`config.mk`:
```
export PLATFORM = sky130hd
export DESIGN_NAME = regfile_wb_arbiter
export DESIGN_NICKNAME = d
export VERILOG_FILES = /design/src/rtl/regfile_wb_arbiter.sv
export SDC_FILE = /design/constraint.sdc
export NUM_CORES = 1
export LEC_CHECK = 0
export CORE_ASPECT_RATIO = 1.2
export CORE_MARGIN = 5
export CORE_UTILIZATION = 41
export DETAILED_ROUTE_END_ITERATION = 7
export GPL_TIMING_DRIVEN = 0
export PLACE_DENSITY_LB_ADDON = 0.15
export SLEW_MARGIN = 20
export SYNTH_ARGS = -nofsm -noshare
export SYNTH_HDL_FRONTEND = slang
export SYNTH_SLANG_ARGS = --single-unit
```
`constraint.sdc`:
```
create_clock -name clk -period 3.3 [get_ports clk]
set_clock_uncertainty 0.2 [all_clocks]
set_input_delay 0.99 -clock clk [delete_from_list [all_inputs] [get_ports clk]]
set_output_delay 0.99 -clock clk [all_outputs]
set_load 0.05 [all_outputs]
```
`src/rtl/regfile_wb_arbiter.sv`:
```
// Round-robin arbiter that merges the ALU and LSU writeback streams onto the
// single register-file write port, with a registered write and a conflict counter.
module regfile_wb_arbiter #(
  parameter int unsigned DATA_W = 32,
  parameter int unsigned ADDR_W = 5,
  parameter int unsigned CNT_W  = 16
) (
  input  logic              clk,
  input  logic              rst,
  input  logic              stall,
  input  logic              valid0,
  input  logic [ADDR_W-1:0] addr0,
  input  logic [DATA_W-1:0] data0,
  output logic              ready0,
  input  logic              valid1,
  input  logic [ADDR_W-1:0] addr1,
  input  logic [DATA_W-1:0] data1,
  output logic              ready1,
  output logic              rf_we,
  output logic [ADDR_W-1:0] rf_waddr,
  output logic [DATA_W-1:0] rf_wdata,
  output logic [CNT_W-1:0]  conflict_cnt
);

  localparam logic [CNT_W-1:0] CNT_MAX = {CNT_W{1'b1}};

  logic last_grant;
  logic grant0;
  logic grant1;
  logic conflict;

  assign conflict = valid0 & valid1 & ~stall;

  // On conflict the source that did not win last time gets the port.
  always_comb begin
    grant0 = 1'b0;
    grant1 = 1'b0;
    if (!rst && !stall) begin
      if (valid0 && valid1) begin
        grant0 = last_grant;
        grant1 = ~last_grant;
      end else begin
        grant0 = valid0;
        grant1 = valid1;
      end
    end
  end

  assign ready0 = grant0;
  assign ready1 = grant1;

  // Accepted write is presented one cycle later; register 0 is never written.
  always_ff @(posedge clk) begin
    if (rst) begin
      last_grant <= 1'b1;
      rf_we      <= 1'b0;
      rf_waddr   <= '0;
      rf_wdata   <= '0;
    end else begin
      rf_we <= 1'b0;
      if (grant0) begin
        last_grant <= 1'b0;
        rf_waddr   <= addr0;
        rf_wdata   <= data0;
        rf_we      <= (addr0 != '0);
      end else if (grant1) begin
        last_grant <= 1'b1;
        rf_waddr   <= addr1;
        rf_wdata   <= data1;
        rf_we      <= (addr1 != '0);
      end
    end
  end

  // Saturating count of contended, unstalled cycles.
  always_ff @(posedge clk) begin
    if (rst) begin
      conflict_cnt <= '0;
    end else if (conflict && (conflict_cnt != CNT_MAX)) begin
      conflict_cnt <= conflict_cnt + CNT_W'(1);
    end
  end

endmodule

```
==> metrics, run 1 <==
period utilization=95.5%; CTS Sinks=55; Via-to-Cell Ratio=5.31; share of post-route cells with drive strength above 1=8.49%; post-route ant nets=0; Reg power frac=45.9%; Mapped Area=2410 µm²; final wirelength=7.82 mm; status=finished, final reports clean; Syn Nets=361; CTS buffer count=5; count of pins over their slew limit=0; drt pass-1 iters=4; WP data required=2110 ps; Setup violations, final=0; DIE AREA=7520 µm²; top-area cell type share of the netlist area=45.7%; # hold bufs at CTS=0; H-tree lvl count=2; clk buf depth=2; CTS Root Cell=clkbuf_8; Warnings, synthesis=0; Skew-Pair Late Insertion Delay=310 ps; switch share=28.1%; n_diodes=0; Worst IR Drop VDD=0.266 mV; crit path max fanout=4; number of flops mapped to enable cells by yosys=0; CTS tree=yes; CP Capture Type=output pin; f_max=0.317 GHz; DRC Markers=0; Synth Flop Type=dfxtp_1; Buffers on Ports=134; Core Area=5710 µm²; Die X-Extent=80.0 µm; Final Power=0.00154 W; ys async rst share=0%; Hold Worst Slack=258 ps; max-cap violation count=0; Leak=1.40 nW; Cell Int Power=0.00111 W; Setup CP Type=input port to output pin; RSZ-0062 raised after global routing=no; Worst-path clk slew=90 ps; Die Y=94.0 µm; routed via count=2,674; largest net degree at the start of global routing=17; Placer Congestion=0.916; area leader, netlist=dfxtp_1; area of the multi-input gates=1240 µm²; ranking of synthesized cells by area=dfxtp_1 (46%), a22oi_1 (12%), a21oi_1 (9.6%); gr usage total=19.9%; NetSw=0.000433 W; Cell variety after synth=40; initial DRC count=70; Gate power share=23.9%; post-layout minimum cycle time=3150 ps; Data arrival, critical path=1960 ps; GRT Residual Overflow=0; Routed wire per std cell=15.5 µm; Pwr Density=382 nW/µm²; first-pass GRT wire length=11.9 mm; syn avg cell area=8.58 µm²; Ports=135; starting density of the core=42.2%; startpoint types=input port; Clock Power Share=30.2%; net count reported at finish=503; Min-Delay Path Class=flop to flop; Max-slew headroom=62.3%; HPWL Detailed=5.99 mm; initial antenna violation count=0; Filler cells=515; synth-to-layout area growth=67.4%; vias in the first global route=2,550; sequential area share after synthesis=45.7%; Reg area=1100 µm²; worst slew pin tran=565 ps; final hold violation count=0; row count=30; synthesized flop and latch total=55; Syn Inst Count=281
==> cells in the mapped netlist (2+ instances only) <==
| master | number |
|---|---|
| a21oi_1 | 46 |
| a21oi_2 | 3 |
| a22oi_1 | 37 |
| and3_1 | 4 |
| and4_1 | 2 |
| buf_2 | 10 |
| clkbuf_1 | 9 |
| dfxtp_1 | 55 |
| nand2_1 | 43 |
| nand2b_1 | 2 |
| nand3_1 | 3 |
| nand3b_1 | 2 |
| nand4_1 | 5 |
| nor2_1 | 8 |
| nor2b_1 | 3 |
| nor3_1 | 7 |
| nor4_1 | 3 |
| o21ai_0 | 2 |
| o21ai_1 | 3 |
| o31ai_1 | 6 |
| or3_1 | 5 |
| or4_1 | 5 |
==> critical path, stage by stage <==
cell           delay, ps
dlygate4sd2_1        280
and2_1               210
nor3_4               200
buf_6                140
buf_8                140
==> state kept, by name, summed over array words and instances, names as in the netlist <==
signal,count
rf_wdata,32
conflict_cnt,16
rf_waddr,5
last_grant,1
rf_we,1
==> metrics by stage <==
step	setup TNS [ps]	util, %	area [µm²]	worst slack (ps)	std cells
global route	0	70.7	4040	71.4	504
floorplan	0	-	2410	226	281
finish	0	70.7	4040	147	504
detailed placement	-1710	67.6	3860	-932	495
global placement	-1710	67.6	3860	-941	495
CTS	0	70.5	4020	5.70	504
==> power by group through the flow <==
stage | Sequential (W) | Combinational (W) | Clock, W
6_report | 0.000707 | 0.000368 | 0.000465
4_1_cts | 0.000708 | 0.000370 | 0.000476
3_3_place_gp | 0.000721 | 0.000360 | 0
5_1_grt | 0.000712 | 0.000388 | 0.000507
3_5_place_dp | 0.000723 | 0.000363 | 0
2_1_floorplan | 0.000823 | 0.0000835 | 0
==> layout make-up <==
| class | instances | share of cell area, % |
|---|---|---|
| timing repair buffer | 135 | 33.6 |
| inverter | 1 | 0.0930 |
| buffer | 21 | 2.95 |
| sequential | 55 | 27.3 |
| clock buffer | 6 | 2.05 |
| clock inverter | 2 | 0.868 |
| multi-input combinational | 204 | 30.7 |
| tap | 80 | 2.48 |
==> kinds of logic (layout without fill, tap and decap cells) <==
family / after synthesis / in the layout / share of synthesized area, %
AO/OA/AOI/OAI: 103 / 103 / 27.2
XOR/XNOR: 1 / 1 / 0.364
adder cells (fa/ha/maj): 1 / 1 / 0.519
buffers and inverters: 22 / 165 / 4.41
flip-flops: 55 / 55 / 45.7
multiplexers: 2 / 2 / 1.09
AND/OR/NAND/NOR: 97 / 97 / 20.7
==> final timing paths <==
kind | startpoint | to | slack, ps | depth (start not counted)
worst min-delay path | rf_wdata[6] | rf_wdata[6] | 260 | 2
worst max register to register | conflict_cnt[0] | conflict_cnt[14] | 1250 | 5
worst max-delay path | valid0 | ready1 | 150 | 5
worst min register to register | rf_wdata[6] | rf_wdata[6] | 260 | 2
==> per-layer routing <==
layer	track usage, %	part of all wire (%)	up-vias
met5	0	0	-
met1	22.2	41	1247
li1	-	-	1329
met4	4.37	0.61	0
met2	36.5	50	94
met3	6.14	7.9	4
==> layout by cell type (no fill, tap or decap), drive strengths merged, types with 3 or more instances in the layout <==
cell           instances
clkdlybuf4s50        128
dfxtp                 55
a21oi                 49
nand2                 43
a22oi                 37
buf                   15
clkbuf                15
nor2                   8
nor3                   7
o31ai                  6
nand4                  6
or4                    5
or3                    5
o21ai                  5
and3                   4
nor4                   4
nand3                  4
nor2b                  3
dlygate4sd2            3
==> what timing repair did <==
item / in CTS / in global routing
resized for setup: 26 / 4
buffers inserted: 1 / 0
gates cloned: 0 / 0
endpoints found under the setup margin: 2 / 2
pin swaps: 1 / 1
Note: power is estimated with default switching activity, not from simulation.
==> inputs of run 2 (changes only) <==
--- a/config.mk
+++ b/config.mk
@@ -5,12 +5,13 @@
 export SDC_FILE = /design/constraint.sdc
 export NUM_CORES = 1
 export LEC_CHECK = 0
+export ABC_AREA = 1
 export CORE_ASPECT_RATIO = 1.2
 export CORE_MARGIN = 5
-export CORE_UTILIZATION = 41
+export CORE_UTILIZATION = 43
 export DETAILED_ROUTE_END_ITERATION = 7
 export GPL_TIMING_DRIVEN = 0
-export PLACE_DENSITY_LB_ADDON = 0.15
+export PLACE_DENSITY_LB_ADDON = 0.2
 export SLEW_MARGIN = 20
 export SYNTH_ARGS = -nofsm -noshare
 export SYNTH_HDL_FRONTEND = slang
==> constraint.sdc (replaced) <==
create_clock -name clk -period 3.7 [get_ports clk]
set_clock_uncertainty 0.2 [all_clocks]
set_input_delay 1.11 -clock clk [delete_from_list [all_inputs] [get_ports clk]]
set_output_delay 1.11 -clock clk [all_outputs]
set_load 0.05 [all_outputs]
==> metrics, run 2 <==
Worst-path clk slew=90 ps (about the same); syn avg cell area=7.07 µm² (was 8.58 µm²); count leader, synth=nand2_1 (was dfxtp_1); ranking of synthesized cells by area=dfxtp_1 (41%), nand2_1 (16%), nand3_1 (11%) (was dfxtp_1 (46%), a22oi_1 (12%), a21oi_1 (9.6%)); number of flops mapped to enable cells by yosys=0 (unchanged); initial DRC count=117 (was 70); net count reported at finish=599 (was 503); Register-to-Register Path Depth=9 (was 5); gr usage total=22.0% (was 19.9%); initial antenna violation count=0 (unchanged); status=finished, final reports clean (unchanged); vias in the first global route=3,021 (was 2,550); CTS buffer count=5 (unchanged); startpoint types=input port (unchanged); reg2reg end=conflict_cnt[11] (was conflict_cnt[14]); Syn Inst Count=378 (was 281); post-route ant nets=0 (unchanged); share of post-route cells with drive strength above 1=8.86% (was 8.49%); Core Area=6050 µm² (was 5710 µm²); Cell variety after synth=27 (was 40); CTS Sinks=55 (unchanged); RSZ-0062 raised after global routing=no (unchanged); CP bufs+invs=5 (was 3); Min-Delay Path Class=flop to flop (unchanged); DRC Markers=0 (unchanged); Routed wire per std cell=14.4 µm (was 15.5 µm); starting density of the core=44.2% (was 42.2%); r2r startpoint=conflict_cnt[0] (unchanged); period utilization=94.3%; min-delay src=rf_wdata[14] (was rf_wdata[6]); Mapped Area=2670 µm² (was 2410 µm²); Setup CP Type=input port to output pin (unchanged); max-cap violation count=0 (unchanged); Die Y=96.4 µm (was 94.0 µm); clk buf depth=2 (unchanged); Syn Nets=458 (was 361); routed via count=3,080 (was 2,674); Critical Path Stages=8 (was 5); synth-to-layout area growth=57.2% (was 67.4%); WP data required=2390 ps (was 2110 ps); biggest regs=rf_wdata: 32 flops, conflict_cnt: 16 flops, rf_waddr: 5 flops (unchanged); row count=31 (was 30); most frequent cells in the layout=clkdlybuf4s50_1 (128), nand2_1 (112), nand3_1 (57) (was clkdlybuf4s50_1 (128), dfxtp_1 (55), a21oi_1 (46)); Ports=135 (unchanged); final hold violation count=0 (unchanged); area leader, netlist=dfxtp_1 (unchanged); largest net degree at the start of global routing=16 (was 17); Reg2Reg Setup Slack=1890 ps (was 1250 ps); Hold Worst Slack=296 ps (was 258 ps); drt pass-1 iters=4 (unchanged); sequential area share after synthesis=41.2% (was 45.7%); synthesized flop and latch total=55 (unchanged); worst-path cell chain=dlygate4sd2_1 > inv_1 > nor2_2 > nor2_4 > nand2_2 > clkinv_4 > buf_6 > buf_6 (was dlygate4sd2_1 > and2_1 > nor3_4 > buf_6 > buf_8); Setup violations, final=0 (unchanged); # hold bufs at CTS=0 (unchanged); HPWL Detailed=6.80 mm (was 5.99 mm); Worst path most repeated cell=buf_6; Buffers on Ports=133 (was 134); worst slew pin tran=545 ps (was 565 ps); first-pass GRT wire length=13.6 mm (was 11.9 mm); Placer Congestion=0.911 (was 0.916); leading cell type in the layout, fill and taps excluded=clkdlybuf4s50_1 (unchanged); TNS Setup=0 ps (unchanged); Max-slew headroom=63.6% (was 62.3%); Die X-Extent=82.0 µm (was 80.0 µm); ys async rst share=0% (unchanged); H-tree lvl count=2 (unchanged); GRT Residual Overflow=0 (unchanged); CP Capture Type=output pin (unchanged); count of pins over their slew limit=0 (unchanged); n_diodes=0 (unchanged); synth cell count leaders=nand2_1 (112), nand3_1 (57), dfxtp_1 (55) (was dfxtp_1 (55), a21oi_1 (46), nand2_1 (43)); post-layout minimum cycle time=3490 ps; Skew-Pair Late Insertion Delay=310 ps (about the same); CTS tree=yes (unchanged); final wirelength=8.64 mm (was 7.82 mm); Critical Path Max Stage Delay=270 ps (was 280 ps); largest register by flop count=rf_wdata (unchanged); f_max=0.287 GHz; Crit path max-delay family=buffers and inverters (unchanged); Synth Flop Type=dfxtp_1 (unchanged); Pwr Density=300 nW/µm² (was 382 nW/µm²); crit path max fanout=10 (was 4); Via-to-Cell Ratio=5.12 (was 5.31); CTS Root Cell=clkbuf_8 (unchanged); top-area cell type share of the netlist area=41.2% (was 45.7%); Warnings, synthesis=0 (unchanged); max reg flops=32 (unchanged); CP Launch Point=valid1 (was valid0); Worst Setup EP=ready0 (was ready1); Data arrival, critical path=2180 ps (was 1960 ps); Worst IR Drop VDD=0.177 mV (was 0.266 mV); DIE AREA=7900 µm² (was 7520 µm²); CP max stage cell=dlygate4sd2_1 (unchanged); Leak=1.50 nW (was 1.40 nW)
[run 2: changes by cell type after synthesis, moves of 17 or more]
cell	previous run	this run
nand2_1	43	112
nand3_1	3	57
a22oi_1	37	0
a31oi_1	1	37
a21oi_1	46	13
nor2_1	8	34
inv_1	1	18
[run 2: worst min-delay path by stage]
| stage | to | cells past startpoint |
|---|---|---|
| floorplan | last_grant | 2 |
| global placement | rf_wdata[13] | 2 |
| detailed placement | rf_wdata[14] | 2 |
| CTS | rf_wdata[14] | 2 |
| global route | rf_wdata[30] | 2 |
| finish | rf_wdata[14] | 2 |
[run 2: logic make-up after synthesis]
group	Yosys count	synth area share [%]
adders and majority gates	1	0.468
and+or+nand+nor	224	37.0
buffers and inverters	42	8.66
AOI/OAI and AO/OA	56	12.7
DFF	55	41.2
[run 2: layout make-up]
cell class                      count  area (µm²)
Fill cell                         538        1850
Multi-Input combinational cell    281        1340
Timing Repair Buffer              134        1330
Sequential cell                    55        1100
Buffer                             22         158
Tap cell                           82         103
Clock buffer                        6        82.6
Inverter                           20        80.1
Clock inverter                      1        5.00
[run 2: tightest hold or removal path: cells and delay by family (launching register included)]
family	cells	cell delay [ps]
flip-flops	1	320
AND/OR/NAND/NOR	1	70
AO/OA/AOI/OAI	1	60
[run 2: routing by layer]
metal | vias to the layer above | GRT usage [%] | share of wire (%)
met5 | - | 0 | 0
met4 | 0 | 8.86 | 2.1
met3 | 16 | 8.07 | 8.6
met2 | 106 | 38.9 | 52
met1 | 1409 | 23.6 | 37
li1 | 1549 | - | -
[run 2: power by group]
group / leakage, nW / total (W) / switching [W] / internal, W
combinational: 1.01 / 0.000295 / 0.000157 / 0.000138
clock: 0.0470 / 0.000337 / 0.000189 / 0.000148
sequential: 0.447 / 0.000627 / 0.0000127 / 0.000614
total: 1.50 / 0.00126 / 0.000359 / 0.000900
[run 2: what timing repair did]
item | CTS | global route
setup endpoints to repair | 2 | 0
resized for setup | 18 | 0
setup buffers | 1 | 0
[run 2: stage by stage]
stage | instances | utilization (%) | instance area [µm²] | total power (W) | setup WS, ps
after floorplan | 378 | - | 2670 | 0.000786 | 585
after global placement | 593 | 67.9 | 4110 | 0.000933 | -812
after detailed placement | 593 | 67.9 | 4110 | 0.000936 | -822
after CTS | 601 | 69.5 | 4200 | 0.00127 | 211
after global routing | 601 | 69.5 | 4200 | 0.00131 | 118
final | 601 | 69.5 | 4200 | 0.00126 | 210
==> inputs of run 3 (changes only) <==
--- a/config.mk
+++ b/config.mk
@@ -8,7 +8,7 @@
 export ABC_AREA = 1
 export CORE_ASPECT_RATIO = 1.2
 export CORE_MARGIN = 5
-export CORE_UTILIZATION = 43
+export CORE_UTILIZATION = 40
 export DETAILED_ROUTE_END_ITERATION = 7
 export GPL_TIMING_DRIVEN = 0
 export PLACE_DENSITY_LB_ADDON = 0.2
==> metrics, run 3 (synthesis gave the netlist of run 2 again) <==
row count=32 (was 31); final wirelength=8.66 mm (was 8.64 mm); Filler cells=623 (was 538); initial antenna violation count=0 (unchanged); DIE AREA=8430 µm² (was 7900 µm²); area of the multi-input gates=1340 µm² (unchanged); n_diodes=0 (unchanged); CTS tree=yes (unchanged); largest net degree at the start of global routing=15 (was 16); final core utilization=64.7% (was 69.5%); Inst Count DP=596 (was 593); status=finished, final reports clean (unchanged); post-layout minimum cycle time=3470 ps (was 3490 ps); max reg flops=32 (unchanged); GRT Residual Overflow=0 (unchanged); gr usage total=20.1% (was 22.0%); net count reported at finish=599 (unchanged); non-filler cells, final=603 (was 601); Buffers on Ports=133 (unchanged); Min-Delay Path Class=flop to flop (unchanged); CP Capture Type=output pin (unchanged); Setup violations, final=0 (unchanged); CTS Sinks=55 (unchanged); Core Area=6490 µm² (was 6050 µm²); Setup CP Type=input port to output pin (unchanged); starting density of the core=41.2% (was 44.2%); Via-to-Cell Ratio=5.07 (was 5.12); Die Y=99.6 µm (was 96.4 µm); clk buf depth=2 (unchanged); biggest regs=rf_wdata: 32 flops, conflict_cnt: 16 flops, rf_waddr: 5 flops (unchanged); DRC Markers=0 (unchanged); Max-slew headroom=64.0% (was 63.6%); final hold violation count=0 (unchanged); Worst IR Drop VDD=0.208 mV (was 0.177 mV); Skew-Pair Late Insertion Delay=300 ps (was 310 ps); post-route ant nets=0 (unchanged); RSZ-0062 raised after global routing=no (unchanged); CTS Root Cell=clkbuf_8 (unchanged); share of post-route cells with drive strength above 1=8.49% (was 8.86%); worst slew pin tran=539 ps (was 545 ps); vias in the first global route=2,964 (was 3,021); Ports=135 (unchanged); largest register by flop count=rf_wdata (unchanged); crit path max fanout=10 (unchanged); drt pass-1 iters=4 (unchanged); synth-to-layout area growth=56.9% (was 57.2%); WP data required=2390 ps (about the same); f_max=0.288 GHz (was 0.287 GHz); CTS buffer count=5 (unchanged); period utilization=93.8% (was 94.3%); H-tree lvl count=2 (unchanged); Data arrival, critical path=2160 ps (was 2180 ps); count of pins over their slew limit=0 (unchanged); Leak=1.50 nW (about the same); initial DRC count=97 (was 117); routed via count=3,059 (was 3,080); Reg area=1100 µm² (unchanged); max-cap violation count=0 (unchanged); Die X-Extent=84.6 µm (was 82.0 µm); HPWL Detailed=6.87 mm (was 6.80 mm); first-pass GRT wire length=13.9 mm (was 13.6 mm); leading cell type in the layout, fill and taps excluded=clkdlybuf4s50_1 (unchanged); most frequent cells in the layout=clkdlybuf4s50_1 (128), nand2_1 (112), nand3_1 (57) (unchanged); Hold Worst Slack=295 ps (was 296 ps); TNS Setup=0 ps (unchanged); startpoint types=input port (unchanged); Placer Congestion=0.855 (was 0.911); Pwr Density=293 nW/µm² (was 300 nW/µm²); Routed wire per std cell=14.4 µm (about the same); Worst-path clk slew=90 ps (about the same)
==> run 3: path summary, 6_finish.rpt <==
kind	cells past startpoint	to	slack, ps	from
setup / recovery	8	ready0	230	valid1
hold / removal	2	rf_wdata[17]	290	rf_wdata[17]
setup reg to reg	9	conflict_cnt[6]	1860	conflict_cnt[0]
hold reg to reg	2	rf_wdata[17]	290	rf_wdata[17]
==> run 3: report_power, final <==
group	total, W	leakage [nW]	switching, W	internal [W]
clock network	0.000307	0.0371	0.000180	0.000127
logic	0.000296	1.01	0.000157	0.000139
registers	0.000626	0.447	0.0000122	0.000614
==> run 3: worst max-delay path, cell delays in order <==
cell,delay [ps]
dlygate4sd2_1,280
inv_1,70
nor2_2,120
nor2_4,60
nand2_2,100
clkinv_4,110
buf_6,160
buf_6,150
==> run 3: stage by stage <==
step	worst slack [ps]	area (µm²)	total power [W]
final	228	4200	0.00123
after global routing	123	4200	0.00129
after CTS	2.16	4190	0.00124
after detailed placement	-787	4110	0.000936
after global placement	-781	4110	0.000934
after floorplan	585	2670	0.000786
==> run 3: final cells by class <==
cell class,instances,area share [%]
Multi-Input combinational cell,281,32.0
Tap cell,85,2.53
Inverter,20,1.91
Buffer,22,3.76
Clock buffer,6,1.73
Timing Repair Buffer,134,31.9
Sequential cell,55,26.2
==> run 3: per-layer routing <==
layer / track usage, % / vias up / part of all wire (%) / wire length [µm]
li1: - / 1540 / - / -
met2: 36.5 / 109 / 51 / 4430
met5: 0 / - / 0 / 0
met3: 7.46 / 11 / 10 / 879
met1: 21.9 / 1399 / 37 / 3220
met4: 5.60 / 0 / 1.4 / 124
==> run 3: timing repair <==
action	CTS	global route
hold buffers	0	0
setup endpoints to repair	2	2
hold endpoints to repair	0	0
pin swaps	1	0
resized for setup	17	1
buffers inserted	1	0
